## src/rtl/adc_spi_reader_if.sv

```systemverilog
// Parallel-side and SPI-pin bundle for adc_spi_reader.
// slave = the reader itself; master = the requesting/ADC-facing environment.
interface adc_spi_reader_if #(
  parameter int DATA_BITS = 12
);
  logic                 start;
  logic                 busy;
  logic [DATA_BITS-1:0] sample;
  logic                 sample_valid;
  logic                 frame_err;
  logic                 cs_n;
  logic                 sck;
  logic                 miso;

  modport slave (
    input  start, miso,
    output busy, sample, sample_valid, frame_err, cs_n, sck
  );

  modport master (
    output start, miso,
    input  busy, sample, sample_valid, frame_err, cs_n, sck
  );
endinterface

```

## src/rtl/adc_spi_reader.sv

```systemverilog
// SPI mode-0 master reading one MCP3201-style sample per start request.
// Optional null-bit checking is enabled by defining ADC_SPI_NULLBIT_CHECK_EN.
module adc_spi_reader #(
  parameter int CLK_DIV   = 4,
  parameter int DATA_BITS = 12,
  parameter int LEAD_BITS = 3,
  parameter int CS_SETUP  = 2
) (
  input  logic              clk,
  input  logic              rst_n,
  adc_spi_reader_if.slave   bus
);

  localparam int N       = LEAD_BITS + DATA_BITS;
  localparam int CNT_MAX = (CS_SETUP > CLK_DIV) ? CS_SETUP : CLK_DIV;
  localparam int CNT_W   = $clog2(CNT_MAX + 1);
  localparam int BIT_W   = $clog2(N + 1);

  localparam logic [CNT_W-1:0] SETUP_LAST = CNT_W'(CS_SETUP - 1);
  localparam logic [CNT_W-1:0] DIV_LAST   = CNT_W'(CLK_DIV - 1);
  localparam logic [BIT_W-1:0] BIT_LAST   = BIT_W'(N - 1);

  typedef enum logic [1:0] {
    IDLE,
    SETUP,
    SHIFT,
    DONE
  } state_t;

  state_t               state_q, state_d;
  logic [CNT_W-1:0]     cnt_q, cnt_d;
  logic [BIT_W-1:0]     bit_q, bit_d;
  logic [N-1:0]         shift_q, shift_d;
  logic                 cs_n_q, cs_n_d;
  logic                 sck_q, sck_d;
  logic                 busy_q, busy_d;
  logic [DATA_BITS-1:0] sample_q, sample_d;
  logic                 valid_q, valid_d;

  // NOTE: sequential state uses non-blocking (<=) so every register samples
  // the pre-edge values of the others; blocking here would create ordering races.
  always_ff @(posedge clk) begin
    if (!rst_n) begin
      state_q  <= IDLE;
      cnt_q    <= '0;
      bit_q    <= '0;
      shift_q  <= '0;
      cs_n_q   <= 1'b1;
      sck_q    <= 1'b0;
      busy_q   <= 1'b0;
      sample_q <= '0;
      valid_q  <= 1'b0;
    end else begin
      state_q  <= state_d;
      cnt_q    <= cnt_d;
      bit_q    <= bit_d;
      shift_q  <= shift_d;
      cs_n_q   <= cs_n_d;
      sck_q    <= sck_d;
      busy_q   <= busy_d;
      sample_q <= sample_d;
      valid_q  <= valid_d;
    end
  end

  // NOTE: every signal written below gets a default first, so no path through
  // the case statement can leave one unassigned and infer a latch.
  always_comb begin
    state_d  = state_q;
    cnt_d    = cnt_q;
    bit_d    = bit_q;
    shift_d  = shift_q;
    cs_n_d   = cs_n_q;
    sck_d    = sck_q;
    busy_d   = busy_q;
    sample_d = sample_q;
    valid_d  = 1'b0;

    unique case (state_q)
      // DONE shares IDLE's accept path so back-to-back frames keep cs_n high
      // for exactly the one DONE cycle.
      IDLE, DONE: begin
        if (bus.start) begin
          state_d = SETUP;
          cs_n_d  = 1'b0;
          busy_d  = 1'b1;
          cnt_d   = '0;
          bit_d   = '0;
          shift_d = '0;
        end else begin
          state_d = IDLE;
        end
      end

      SETUP: begin
        if (cnt_q == SETUP_LAST) begin
          state_d = SHIFT;
          cnt_d   = '0;
        end else begin
          cnt_d = cnt_q + CNT_W'(1);
        end
      end

      SHIFT: begin
        if (cnt_q == DIV_LAST) begin
          cnt_d = '0;
          if (!sck_q) begin
            // Capture on the edge that raises sck; the ADC changed miso on the
            // previous falling edge, so it has had a full low phase to settle.
            sck_d   = 1'b1;
            shift_d = {shift_q[N-2:0], bus.miso};
          end else begin
            sck_d = 1'b0;
            if (bit_q == BIT_LAST) begin
              state_d  = DONE;
              cs_n_d   = 1'b1;
              busy_d   = 1'b0;
              valid_d  = 1'b1;
              sample_d = shift_q[DATA_BITS-1:0];
            end else begin
              bit_d = bit_q + BIT_W'(1);
            end
          end
        end else begin
          cnt_d = cnt_q + CNT_W'(1);
        end
      end

      default: state_d = IDLE;
    endcase
  end

`ifdef ADC_SPI_NULLBIT_CHECK_EN
  // Null bit sits just above the data field; it must read back as 0.
  logic err_q;

  always_ff @(posedge clk) begin
    if (!rst_n) begin
      err_q <= 1'b0;
    end else if (valid_d) begin
      err_q <= shift_q[DATA_BITS];
    end
  end

  assign bus.frame_err = err_q;
`else
  assign bus.frame_err = 1'b0;
`endif

  assign bus.cs_n         = cs_n_q;
  assign bus.sck          = sck_q;
  assign bus.busy         = busy_q;
  assign bus.sample       = sample_q;
  assign bus.sample_valid = valid_q;

endmodule

```

## src/flat_wrapper.sv

```systemverilog
// flat-port wrapper written by rule: the top's interface ports become plain ports
module adc_spi_reader_flat 
#(
  parameter int CLK_DIV   = 4,
  parameter int DATA_BITS = 12,
  parameter int LEAD_BITS = 3,
  parameter int CS_SETUP  = 2
)
  (clk, rst_n, bus_start, bus_miso, bus_busy, bus_sample, bus_sample_valid, bus_frame_err, bus_cs_n, bus_sck);
  adc_spi_reader_if #(.DATA_BITS(DATA_BITS)) bus_i ();
  input  logic clk;
  input  logic rst_n;
  input wire logic [$bits(bus_i.start)-1:0] bus_start;
  input wire logic [$bits(bus_i.miso)-1:0] bus_miso;
  output wire logic [$bits(bus_i.busy)-1:0] bus_busy;
  output wire logic [$bits(bus_i.sample)-1:0] bus_sample;
  output wire logic [$bits(bus_i.sample_valid)-1:0] bus_sample_valid;
  output wire logic [$bits(bus_i.frame_err)-1:0] bus_frame_err;
  output wire logic [$bits(bus_i.cs_n)-1:0] bus_cs_n;
  output wire logic [$bits(bus_i.sck)-1:0] bus_sck;
  assign bus_i.start = bus_start;
  assign bus_i.miso = bus_miso;
  assign bus_busy = bus_i.busy;
  assign bus_sample = bus_i.sample;
  assign bus_sample_valid = bus_i.sample_valid;
  assign bus_frame_err = bus_i.frame_err;
  assign bus_cs_n = bus_i.cs_n;
  assign bus_sck = bus_i.sck;
  adc_spi_reader #(.CLK_DIV(CLK_DIV), .DATA_BITS(DATA_BITS), .LEAD_BITS(LEAD_BITS), .CS_SETUP(CS_SETUP)) u_core (.clk(clk), .rst_n(rst_n), .bus(bus_i));
endmodule
```

## config.mk

```make
export PLATFORM = sky130hd
export DESIGN_NAME = adc_spi_reader_flat
export DESIGN_NICKNAME = d
export VERILOG_FILES = /design/src/rtl/adc_spi_reader_if.sv /design/src/rtl/adc_spi_reader.sv /design/src/flat_wrapper.sv
export SDC_FILE = /design/constraint.sdc
export NUM_CORES = 1
export LEC_CHECK = 0
export ABC_AREA = 0
export BUFFER_PORTS_ARGS = -buffer_cell sky130_fd_sc_hd__buf_2
export CAP_MARGIN = 20
export CORE_MARGIN = 1.5
export CORE_UTILIZATION = 50
export CTS_BUF_LIST = sky130_fd_sc_hd__clkbuf_8
export CTS_CLUSTER_DIAMETER = 150
export DETAILED_ROUTE_END_ITERATION = 7
export PLACE_DENSITY = 0.73
export SYNTH_ARGS = -nofsm -noshare
export SYNTH_HDL_FRONTEND = slang
export SYNTH_SLANG_ARGS = --single-unit
```

## constraint.sdc

```tcl
create_clock -name clk -period 1.6 [get_ports clk]
set_input_delay 0.48 -clock clk [delete_from_list [all_inputs] [get_ports clk]]
set_output_delay 0.48 -clock clk [all_outputs]
set_load 0.01 [all_outputs]
```

==> results of run 1 <==
==> worst max-delay path, stage by stage (launching register included) <==
cell and delay, ps:
dfxtp_2 330, inv_1 70, ha_4 300, mux2i_4 310
a21oi_4 90, buf_4 160, a211oi_2 180
==> final cells by class <==
cell class / instances / area (um2)
well taps: 44 / 55.1
inverters: 10 / 37.5
clock buffers: 5 / 68.8
multi-input cells: 118 / 870
fillers: 264 / 997
flip-flops and latches: 37 / 744
repair buffers: 38 / 263
clock inverters: 3 / 42.5
==> synthesized netlist by cell type (all sizes together) <==
library cell	count	area, um2
conb	1	3.75
or3b	1	8.76
a22oi	12	90.1
nor3	3	31.3
a211oi	2	15.0
ha	8	100
a21o	1	7.51
and4	1	8.76
a31o	1	8.76
nand2b	1	6.26
nand2	8	30.0
nor2	28	105
o21a	1	7.51
nor2b	1	6.26
a41oi	1	8.76
and3	2	12.5
dfxtp	37	741
clkbuf	3	11.3
nand3	5	30.0
nand3b	2	18.8
inv	9	33.8
a21oi	10	61.3
nor4	1	6.26
nand4	1	6.26
o21ai	6	30.0
a31oi	2	12.5
xnor2	1	8.76
o211ai	1	7.51
clkinv	1	3.75
buf	7	43.8
a211o	2	17.5
mux2i	14	140
==> routing by layer <==
metal	vias up	track usage [%]
met3	6	6.71
li1	679	-
met4	0	8.89
met2	30	36.3
met1	671	27.4
met5	-	0
==> through the flow <==
| stage | setup slack (ps) | hold WS, ps |
|---|---|---|
| finish | 66.0 | 400 |
| global route | -5.32 | 413 |
| CTS | 4.32 | 393 |
| detailed placement | -202 | 483 |
| global placement | -123 | 469 |
| floorplan | 10.2 | 465 |
==> how the worst min path moves through the flow <==
stage	start	endpoint	cells after the start
4_1_cts	rst_n	u_core.bus.cs_n	2
3_3_place_gp	u_core.bus.sample[8]	u_core.bus.sample[8]	2
2_1_floorplan	u_core.shift_q[11]	u_core.bus.sample[11]	2
5_1_grt	rst_n	u_core.bus.cs_n	2
3_5_place_dp	u_core.bus.sample[1]	u_core.bus.sample[1]	2
6_report	rst_n	u_core.bus.cs_n	2
==> timing repair <==
| item | 4_1_cts | 5_1_grt |
|---|---|---|
| setup buffers | 0 | 1 |
| pin swaps | 0 | 4 |
| gates resized for setup | 5 | 9 |
| gates cloned | 1 | 0 |
| endpoints found under the setup margin | 14 | 16 |
==> power by group through the flow <==
stage	Combinational [W]	Sequential [W]	Clock [W]
finish	0.000897	0.00101	0.000802
global route	0.000972	0.00102	0.000858
CTS	0.000838	0.00101	0.000813
detailed placement	0.000743	0.00102	0
global placement	0.000704	0.00102	0
floorplan	0.000464	0.00104	0
==> flip-flops by register name, indices dropped and copies added, names as in the netlist <==
| name | cells |
|---|---|
| u_core.bus.busy | 1 |
| u_core.state_q | 2 |
| u_core.bus.cs_n | 1 |
| u_core.shift_q | 12 |
| u_core.bus.sample | 12 |
| u_core.bus.sample_valid | 1 |
| u_core.cnt_q | 3 |
| u_core.bit_q | 4 |
| u_core.bus.sck | 1 |
==> layout by cell type (no fill, tap or decap), types with 3 or more instances in the layout <==
master,synthesis,final
nand2_1,8,8
nor2_1,28,28
inv_1,9,10
nand3_1,4,4
clkbuf_8,0,5
mux2i_1,14,13
a22oi_1,12,12
buf_4,1,17
a21oi_1,9,9
ha_1,8,6
buf_2,5,19
o21ai_0,6,6
dfxtp_2,0,3
dfxtp_1,37,34
==> cell families (layout without fill, tap and decap cells) <==
group,Yosys count,in the layout
simple gates,54,54
buf+inv,20,56
flops,37,37
compound gates,39,40
mux,14,14
xor+xnor,1,1
fa+ha+maj,8,8
other cells,1,1
==> summary.txt, run 1 <==
Pwr
  • Clock network power share: 29.6%
  • PwrDens: 1300 nW/um2
  • Reg power frac: 37.4%
  • Pint: 0.00184 W
  • Static leakage: 0.826 nW
  • Sw power: 0.000870 W
  • Peak VDD IR: 0.000697 V
  • Total power: 0.00271 W
  • Switch share: 32.1%
  • Combinational share of power: 33.1%

Clock tree
  • Root Buffer: clkbuf_8
  • CTS buffer count: 5
  • Sink Count: 37
  • CTS tree: yes
  • Number of hold buffers added after cts: 0
  • Clock Pin Slew Worst Setup and Hold Paths: 80 ps
  • H-tree levels: 2
  • CTS Buffer Depth: 2
  • Worst skew pair latency: 290 ps

Synth
  • Seq/Total Area, Yosys: 45.6%
  • Post-Syn Area per Cell: 9.33 um2
  • Mux cell area share after synthesis: 8.64%
  • Synth Warn #: 0
  • Adder-Cell Fraction of Synth Area: 6.17%
  • Mapped Area: 1620 um2
  • Register bit total from synthesis: 37
  • XOR/XNOR Fraction of Synth Area: 0.540%
  • Syn_nets: 186
  • Syn Inst Count: 174
  • Synth cell types: 39
  • Synth Area in Compound Gates: 16.4%
  • Post-synthesis simple-gate area fraction: 16.7%
  • Main combinational cell family by area after synthesis: simple AND/OR/NAND/NOR gates

Placed design
  • Cells after DPL: 245
  • Post-DP HPWL: 2.47 mm
  • Buffers on Ports: 19
  • Dpl cell area: 1870 um2
  • Gpl congestion: 0.836

Timing
  • Clock Skew: 9.91 ps
  • Final min period: 1530 ps
  • Slew Limit Fails: 0
  • Final setup violation count: 0
  • Final hold vios: 0
  • Sum Neg Setup Slack: 0 ps
  • Max frequency: 652 MHz
  • Crit share post-route: 95.9%

Global route
  • Vias in the first global route: 1241
  • GRT Resource Usage Total: 22.3%
  • Pin count of the biggest net entering global routing: 22
  • First-pass GRT wire length: 5.78 mm
  • GRT overflow: 0
  • Initial antenna violation count: 0

Route
  • Highest metal used: met4
  • Routed wire length: 3.65 mm
  • Wire length on met1: 1.54 mm
  • Final ANT Viol Nets: 0
  • Met3 wire length: 163 um
  • DRT Pass-1 Iters: 4
  • Remaining DRCs: 0
  • DRT iter0 DRCs: 59
  • Average wire per standard cell: 14.3 um
  • Vias: 1386
  • Met2 routed WL: 1.89 mm
  • Vias/cell: 5.44

Setup path
  • Critical path origin: u_core.state_q[0]
  • Worst-path maximum fanout: 5
  • Endpoint class of the critical path: flip-flop
  • Startpoint types: flip-flop
  • CP endpoint: u_core.bit_q[3]
  • Worst endpoint required time: 1800 ps
  • Reg-to-reg startpoint: u_core.state_q[0]
  • CP Class: flip-flop to flip-flop
  • Worst r2r dst: u_core.bit_q[3]
  • R2r setup slk: 70 ps
  • Worst reg2reg path depth: 6
  • CP arrival: 1740 ps

Floorplan
  • Num rows: 20
  • Initial Utilization: 52.7%
  • Die ar.: 3600 um2
  • Core area: 3080 um2
  • Die width: 60.0 um
  • IO Pins: 21
  • Chip height: 60.0 um

Job
  • Max_cap viols: 0

Finish
  • Core Util, Final: 67.6%
  • Share of cells above drive strength 1: 29.9%
  • Final #Nets: 222
  • Finished Cell Area: 2080 um2
  • Area grow syn2layout: 28.2%
  • Non-Filler Instances: 255
  • # diodes: 0

Worst hold path
  • Worst hold path class: primary input to flip-flop

Outcome
  • Outcome: completed
No activity file was read; power rests on OpenSTA's default activity.
==> run 2, diff against run 1 <==
Settings changed: CORE_ASPECT_RATIO set to 2, CTS_CLUSTER_SIZE set to 12, SETUP_SLACK_MARGIN set to 0.05.
==> run 2 against run 1 <==
Worst setup slack worse by 35 ps. Die area up 0.58%. Critical path type unchanged. Clock-buffer cell count unchanged.
==> summary.txt, run 2 (same netlist as run 1, synthesis figures left out) <==
Outcome
  • Outcome: completed (unchanged)

Clock tree
  • CTS Buffer Depth: 2 (unchanged)
  • Sink Count: 37 (unchanged)
  • Clock Pin Slew Worst Setup and Hold Paths: 80 ps (about the same)
  • Number of hold buffers added after cts: 0 (unchanged)
  • CTS tree: yes (unchanged)
  • H-tree levels: 2 (unchanged)
  • Worst skew pair latency: 300 ps (was 290 ps)
  • CTS buffer count: 5 (unchanged)
  • Root Buffer: clkbuf_8 (unchanged)

Floorplan
  • Initial Utilization: 52.0% (was 52.7%)
  • Num rows: 29 (was 20)
  • Chip height: 83.6 um (was 60.0 um)
  • Die ar.: 3620 um2 (was 3600 um2)
  • Core area: 3120 um2 (was 3080 um2)
  • Die width: 43.3 um (was 60.0 um)
  • IO Pins: 21 (unchanged)

Pwr
  • Peak VDD IR: 0.000973 V (was 0.000697 V)
  • Static leakage: 0.870 nW (was 0.826 nW)
  • PwrDens: 1300 nW/um2 (about the same)

Worst hold path
  • Hold path endpoint: u_core.bus.cs_n (unchanged)
  • Worst Hold Depth: 2 (unchanged)
  • Worst hold path class: primary input to flip-flop (unchanged)
  • Hold Startpoint: rst_n (unchanged)

Route
  • Vias: 1406 (was 1386)
  • Remaining DRCs: 0 (unchanged)
  • DRT Pass-1 Iters: 4 (unchanged)
  • Vias/cell: 5.76 (was 5.44)
  • DRT iter0 DRCs: 39 (was 59)
  • Routed wire length: 4.00 mm (was 3.65 mm)
  • Final ANT Viol Nets: 0 (unchanged)
  • Average wire per standard cell: 16.4 um (was 14.3 um)

Setup path
  • CP Class: flip-flop to flip-flop (unchanged)
  • Worst r2r dst: u_core.bit_q[0] (was u_core.bit_q[3])
  • Worst reg2reg path depth: 6 (unchanged)
  • Worst-path maximum fanout: 8 (was 5)
  • Critical path origin: u_core.state_q[0] (unchanged)
  • R2r setup slk: 30 ps (was 70 ps)
  • Endpoint class of the critical path: flip-flop (unchanged)
  • Reg-to-reg startpoint: u_core.state_q[0] (unchanged)
  • Worst endpoint required time: 1780 ps (was 1800 ps)
  • CP arrival: 1750 ps (was 1740 ps)
  • Startpoint types: flip-flop (unchanged)

Global route
  • Initial antenna violation count: 0 (unchanged)
  • First-pass GRT wire length: 5.78 mm (unchanged)
  • Vias in the first global route: 1351 (was 1241)
  • GRT Resource Usage Total: 21.0% (was 22.3%)
  • Pin count of the biggest net entering global routing: 18 (was 22)
  • GRT overflow: 0 (unchanged)

Finish
  • Layout fillers: 240 (was 264)
  • Multi-input gate area: 891 um2 (was 870 um2)
  • Storage cell area: 747 um2 (was 744 um2)
  • Final #Nets: 224 (was 222)
  • Commonest non-fill, non-tap cell in the layout: dfxtp_1 (unchanged)
  • Share of cells above drive strength 1: 35.2% (was 29.9%)
  • # diodes: 0 (unchanged)
  • Area grow syn2layout: 31.6% (was 28.2%)
  • Most frequent cells in the layout: 32 x dfxtp_1, 28 x nor2_1, 19 x buf_2, 18 x buf_4 (was 34 x dfxtp_1, 28 x nor2_1, 19 x buf_2, 17 x buf_4, 13 x mux2i_1)
  • Non-Filler Instances: 244 (was 255)

Placed design
  • Post-DP HPWL: 2.52 mm (was 2.47 mm)
  • Cells after DPL: 229 (was 245)
  • Buffers on Ports: 19 (unchanged)
  • Gpl congestion: 0.787 (was 0.836)
  • Dpl ws: -146 ps (was -202 ps)

Timing
  • Hold Slack: 404 ps (was 400 ps)
  • Final min period: 1570 ps (was 1530 ps)
  • Max frequency: 637 MHz (was 652 MHz)
  • RSZ-0062 raised after global routing: true
  • Clock Skew: 9.35 ps (was 9.91 ps)
  • Crit share post-route: 98.1% (was 95.9%)
  • Final setup violation count: 0 (unchanged)
  • Slew Limit Fails: 0 (unchanged)
  • Final hold vios: 0 (unchanged)
  • Final WS setup: 31.1 ps (was 66.0 ps)

Job
  • Max_cap viols: 0 (unchanged)
[run 2: changes by cell type in the layout (fill, tap and decap cells not counted), sizes merged]
cell      change
clkbuf        +1
inv           -1
a21oi         -1
clkinvlp      +1
buf           +2
[run 2: layout make-up]
type                    instances  area share (%)
inverters                      10            1.76
flip-flops and latches         37            35.0
clock inverters                 3            2.17
multi-input cells             117            41.7
clock buffers                   5            3.22
well taps                      31            1.82
repair buffers                 41            14.4
[run 2: what timing repair did]
item	4_1_cts	5_1_grt
setup endpoints to repair	16	32
pin swaps	1	6
buffers inserted	1	5
endpoints found under the hold margin	0	0
resized for setup	9	15
cloned	0	1
[run 2: how the worst max path moves through the flow]
stage / slack, ps / end / cells after the start
after CTS: 30 / u_core.shift_q[10] / 5
final: 30 / u_core.bit_q[0] / 6
after detailed placement: -150 / u_core.shift_q[7] / 6
after floorplan: 50 / u_core.bit_q[0] / 7
after global routing: -30 / u_core.bit_q[0] / 6
after global placement: -80 / u_core.shift_q[6] / 6
[run 2: worst max-delay path: stages, from the launching register on]
cell	delay, ps
dfxtp_2	350
inv_2	60
ha_4	240
mux2i_4	210
a21oi_4	270
mux2i_1	230
a21oi_1	80
[run 2: routing by layer]
| layer | vias up | global-route usage, % | wire (um) |
|---|---|---|---|
| li1 | 682 | - | - |
| met1 | 680 | 20.2 | 1480 |
| met2 | 37 | 37.4 | 2280 |
| met3 | 7 | 5.63 | 151 |
| met4 | 0 | 12.1 | 81 |
| met5 | - | 0 | 0 |
[run 2: through the flow]
step / power, W / cell area, um2 / utilization [%] / setup TNS (ps)
2_1_floorplan: 0.00156 / 1650 / - / 0
4_1_cts: 0.00268 / 2010 / 64.3 / 0
6_report: 0.00278 / 2140 / 68.4 / 0
3_3_place_gp: 0.00170 / 1840 / 59.0 / -740
5_1_grt: 0.00291 / 2140 / 68.4 / -39.7
3_5_place_dp: 0.00173 / 1840 / 59.0 / -1690
[run 2: power by group]
group / switching, W / leakage, nW / internal [W] / total (W)
combinational: 0.000505 / 0.515 / 0.000423 / 0.000928
clock: 0.000362 / 0.0543 / 0.000466 / 0.000829
sequential: 0.0000415 / 0.301 / 0.000980 / 0.00102
total: 0.000909 / 0.870 / 0.00187 / 0.00278
==> run 3, diff against run 2 <==
Settings changed: ABC_AREA 0 to 1, BUFFER_PORTS_ARGS -buffer_cell sky130_fd_sc_hd__buf_2 to not set, DONT_BUFFER_PORTS set to 1, PLACE_DENSITY 0.73 to not set.
Clock period 1.6 ns to 1.7 ns, I/O delays scaled along.
==> run 3 against run 2 <==
Fmax rose by 2.5%. Largest power group unchanged. Synthesized cell count rose by 22%. Largest cell class unchanged. Register-to-register slack improved by 140 ps. Core utilization fell by 10 points. Sequential power barely moved. Highest routed layer unchanged.
==> summary.txt, run 3 <==
Global route
  • GRT overflow: 0 (unchanged)
  • First-pass GRT wire length: 5.97 mm (was 5.78 mm)
  • GRT Resource Usage Total: 21.2% (was 21.0%)
  • Pin count of the biggest net entering global routing: 19 (was 18)
  • Vias in the first global route: 1394 (was 1351)
  • Initial antenna violation count: 0 (unchanged)

Job
  • Max_cap viols: 0 (unchanged)

Finish
  • Non-Filler Instances: 251 (was 244)
  • Area grow syn2layout: 10.6% (was 31.6%)
  • Layout fillers: 288 (was 240)
  • Share of cells above drive strength 1: 11.8% (was 35.2%)
  • Storage cell area: 741 um2 (was 747 um2)
  • # diodes: 0 (unchanged)
  • Multi-input gate area: 786 um2 (was 891 um2)
  • Most frequent cells in the layout: 41 x nor2_1, 39 x nand2_1, 37 x dfxtp_1, 18 x nand3_1, 18 x a21oi_1 (was 32 x dfxtp_1, 28 x nor2_1, 19 x buf_2, 18 x buf_4)
  • Core Util, Final: 58.1% (was 68.4%)
  • Commonest non-fill, non-tap cell in the layout: nor2_1 (was dfxtp_1)
  • Final #Nets: 231 (was 224)
  • Finished Cell Area: 1830 um2 (was 2140 um2)

Timing
  • Final setup violation count: 0 (unchanged)
  • Clock Skew: 3.42 ps (was 9.35 ps)
  • Slew Limit Fails: 0 (unchanged)
  • Sum Neg Setup Slack: 0 ps (unchanged)
  • Final min period: 1530 ps (was 1570 ps)
  • Hold Slack: 321 ps (was 404 ps)
  • RSZ-0062 raised after global routing: false (was true)
  • Crit share post-route: 90.1% (was 98.1%)
  • Max frequency: 653 MHz (was 637 MHz)
  • Final hold vios: 0 (unchanged)

Setup path
  • Worst endpoint required time: 1930 ps (was 1780 ps)
  • CP Class: flip-flop to flip-flop (unchanged)
  • R2r setup slk: 170 ps (was 30 ps)
  • Worst-path maximum fanout: 13 (was 8)
  • CP arrival: 1760 ps (was 1750 ps)
  • Endpoint class of the critical path: flip-flop (unchanged)
  • Startpoint types: flip-flop (unchanged)

Synth
  • Seq/Total Area, Yosys: 44.6% (was 45.6%)
  • Area leader, netlist: dfxtp_1 (unchanged)
  • Register bit total from synthesis: 37 (unchanged)
  • Post-Syn Area per Cell: 7.79 um2 (was 9.33 um2)
  • Syn_nets: 225 (was 186)
  • Top_reg_cell synth: dfxtp_1 (unchanged)
  • Mapped Area: 1660 um2 (was 1620 um2)
  • Top-count cell post-synth: nor2_1 (was dfxtp_1)
  • Ys async rst share: 0% (unchanged)
  • Synth cell types: 25 (was 39)
  • Syn Inst Count: 213 (was 174)
  • Yosys top cell area share: 44.6% (was 45.6%)
  • Post-synth EDFFs: 0 (unchanged)
  • Most frequent cells after synthesis: 41 x nor2_1, 39 x nand2_1, 37 x dfxtp_1 (was 37 x dfxtp_1, 28 x nor2_1, 14 x mux2i_1)
  • Synth Warn #: 0 (unchanged)
  • Dominant cells by area after synthesis: dfxtp_1 45%, nor2_1 9.3%, nand2_1 8.8% (was dfxtp_1 46%, mux2i_1 8.6%, nor2_1 6.5%)

Outcome
  • Outcome: completed (unchanged)

Floorplan
  • Num rows: 29 (unchanged)
  • Die width: 43.7 um (was 43.3 um)
  • Core area: 3160 um2 (was 3120 um2)
  • Initial Utilization: 52.6% (was 52.0%)
  • Chip height: 84.5 um (was 83.6 um)
  • Die ar.: 3690 um2 (was 3620 um2)
  • IO Pins: 21 (unchanged)

Route
  • Routed wire length: 3.60 mm (was 4.00 mm)
  • Met2 routed WL: 2.02 mm (was 2.28 mm)
  • DRT Pass-1 Iters: 4 (unchanged)
  • Remaining DRCs: 0 (unchanged)
  • DRT iter0 DRCs: 33 (was 39)
  • Vias/cell: 5.52 (was 5.76)
  • Wire length on met1: 1.35 mm (was 1.48 mm)
  • Met3 wire length: 133 um (was 151 um)
  • Average wire per standard cell: 14.4 um (was 16.4 um)
  • Highest metal used: met4 (unchanged)
  • Vias: 1386 (was 1406)
  • Final ANT Viol Nets: 0 (unchanged)

Pwr
  • PwrDens: 1380 nW/um2 (was 1300 nW/um2)
  • Peak VDD IR: 0.000960 V (was 0.000973 V)
  • Static leakage: 0.777 nW (was 0.870 nW)

Placed design
  • Gpl congestion: 0.812 (was 0.787)
  • Dpl cell area: 1690 um2 (was 1840 um2)
  • Buffers on Ports: 0 (was 19)
  • Cells after DPL: 242 (was 229)
  • Post-DP HPWL: 2.74 mm (was 2.52 mm)

Clock tree
  • Sink Count: 37 (unchanged)
  • CTS tree: yes (unchanged)
  • CTS buffer count: 5 (unchanged)
  • CTS Buffer Depth: 2 (unchanged)
  • H-tree levels: 2 (unchanged)
  • Worst skew pair latency: 290 ps (was 300 ps)
  • Root Buffer: clkbuf_8 (unchanged)
  • Clock Pin Slew Worst Setup and Hold Paths: 80 ps (about the same)
  • Number of hold buffers added after cts: 0 (unchanged)

Worst hold path
  • Worst hold path class: primary input to flip-flop (unchanged)
run 3: changes by cell type in the layout (fill, tap and decap cells not counted), moves of 3 or more:
cell / before / now
nand2_1: 8 / 39
buf_2: 19 / 0
nand3_1: 4 / 18
nor2_1: 28 / 41
mux2i_1: 12 / 0
a21oi_1: 7 / 18
a22oi_1: 12 / 1
buf_4: 18 / 8
o21ai_0: 5 / 15
inv_1: 6 / 12
dfxtp_1: 32 / 37
dfxtp_2: 5 / 0
inv_2: 3 / 0
run 3: metrics by stage:
| stage | power (W) | worst slack (ps) |
|---|---|---|
| global placement | 0.00170 | 95.7 |
| floorplan | 0.00158 | 286 |
| finish | 0.00253 | 169 |
| detailed placement | 0.00171 | 62.9 |
| global route | 0.00269 | 62.0 |
| CTS | 0.00249 | 147 |
run 3: kinds of logic after synthesis:
family,Yosys count,synth area share [%]
DFF,37,44.6
other,1,0.226
adders and majority gates,8,6.03
AOI/OAI and AO/OA,36,11.4
buffers and inverters,24,8.75
xor gates and xnor gates,1,0.528
and+or+nand+nor,106,28.4
run 3: worst paths after layout:
check / cells after the start / to / startpoint
min: 1 / u_core.bus.cs_n / rst_n
max reg2reg: 7 / u_core.bus.sample[7] / u_core.bit_q[0]
min reg2reg: 2 / u_core.shift_q[11] / u_core.shift_q[11]
max: 7 / u_core.bus.sample[7] / u_core.bit_q[0]
run 3: what timing repair did:
action,CTS,global route
resized for setup,1,1
buffers inserted,0,1
endpoints found under the setup margin,2,3
pin swaps,0,1
endpoints found under the hold margin,0,0
run 3: cell type report:
cell class,count,area share (%)
inverters,13,2.93
flip-flops and latches,37,40.4
clock inverters,3,2.52
clock buffers,5,3.75
repair buffers,10,5.46
well taps,31,2.11
multi-input cells,152,42.8
run 3: layer usage:
metal / global-route usage (%) / vias to the layer above
li1: - / 699
met1: 20.5 / 638
met2: 39.2 / 36
met3: 4.95 / 13
met4: 10.2 / 0
met5: 0 / -
run 3: worst max-delay path, stage by stage (launching register included):
cell and delay [ps]:
dfxtp_1 410, inv_1 80, ha_1 260, nand4_4 130, nor2_4 40, inv_1 290
nor2_1 130, nor2_1 120
run 3: where the power goes:
group	internal, W	leakage, nW	switching, W
clock network	0.000439	0.0543	0.000329
registers	0.000931	0.299	0.0000757
logic	0.000313	0.423	0.000442
total	0.00168	0.777	0.000847
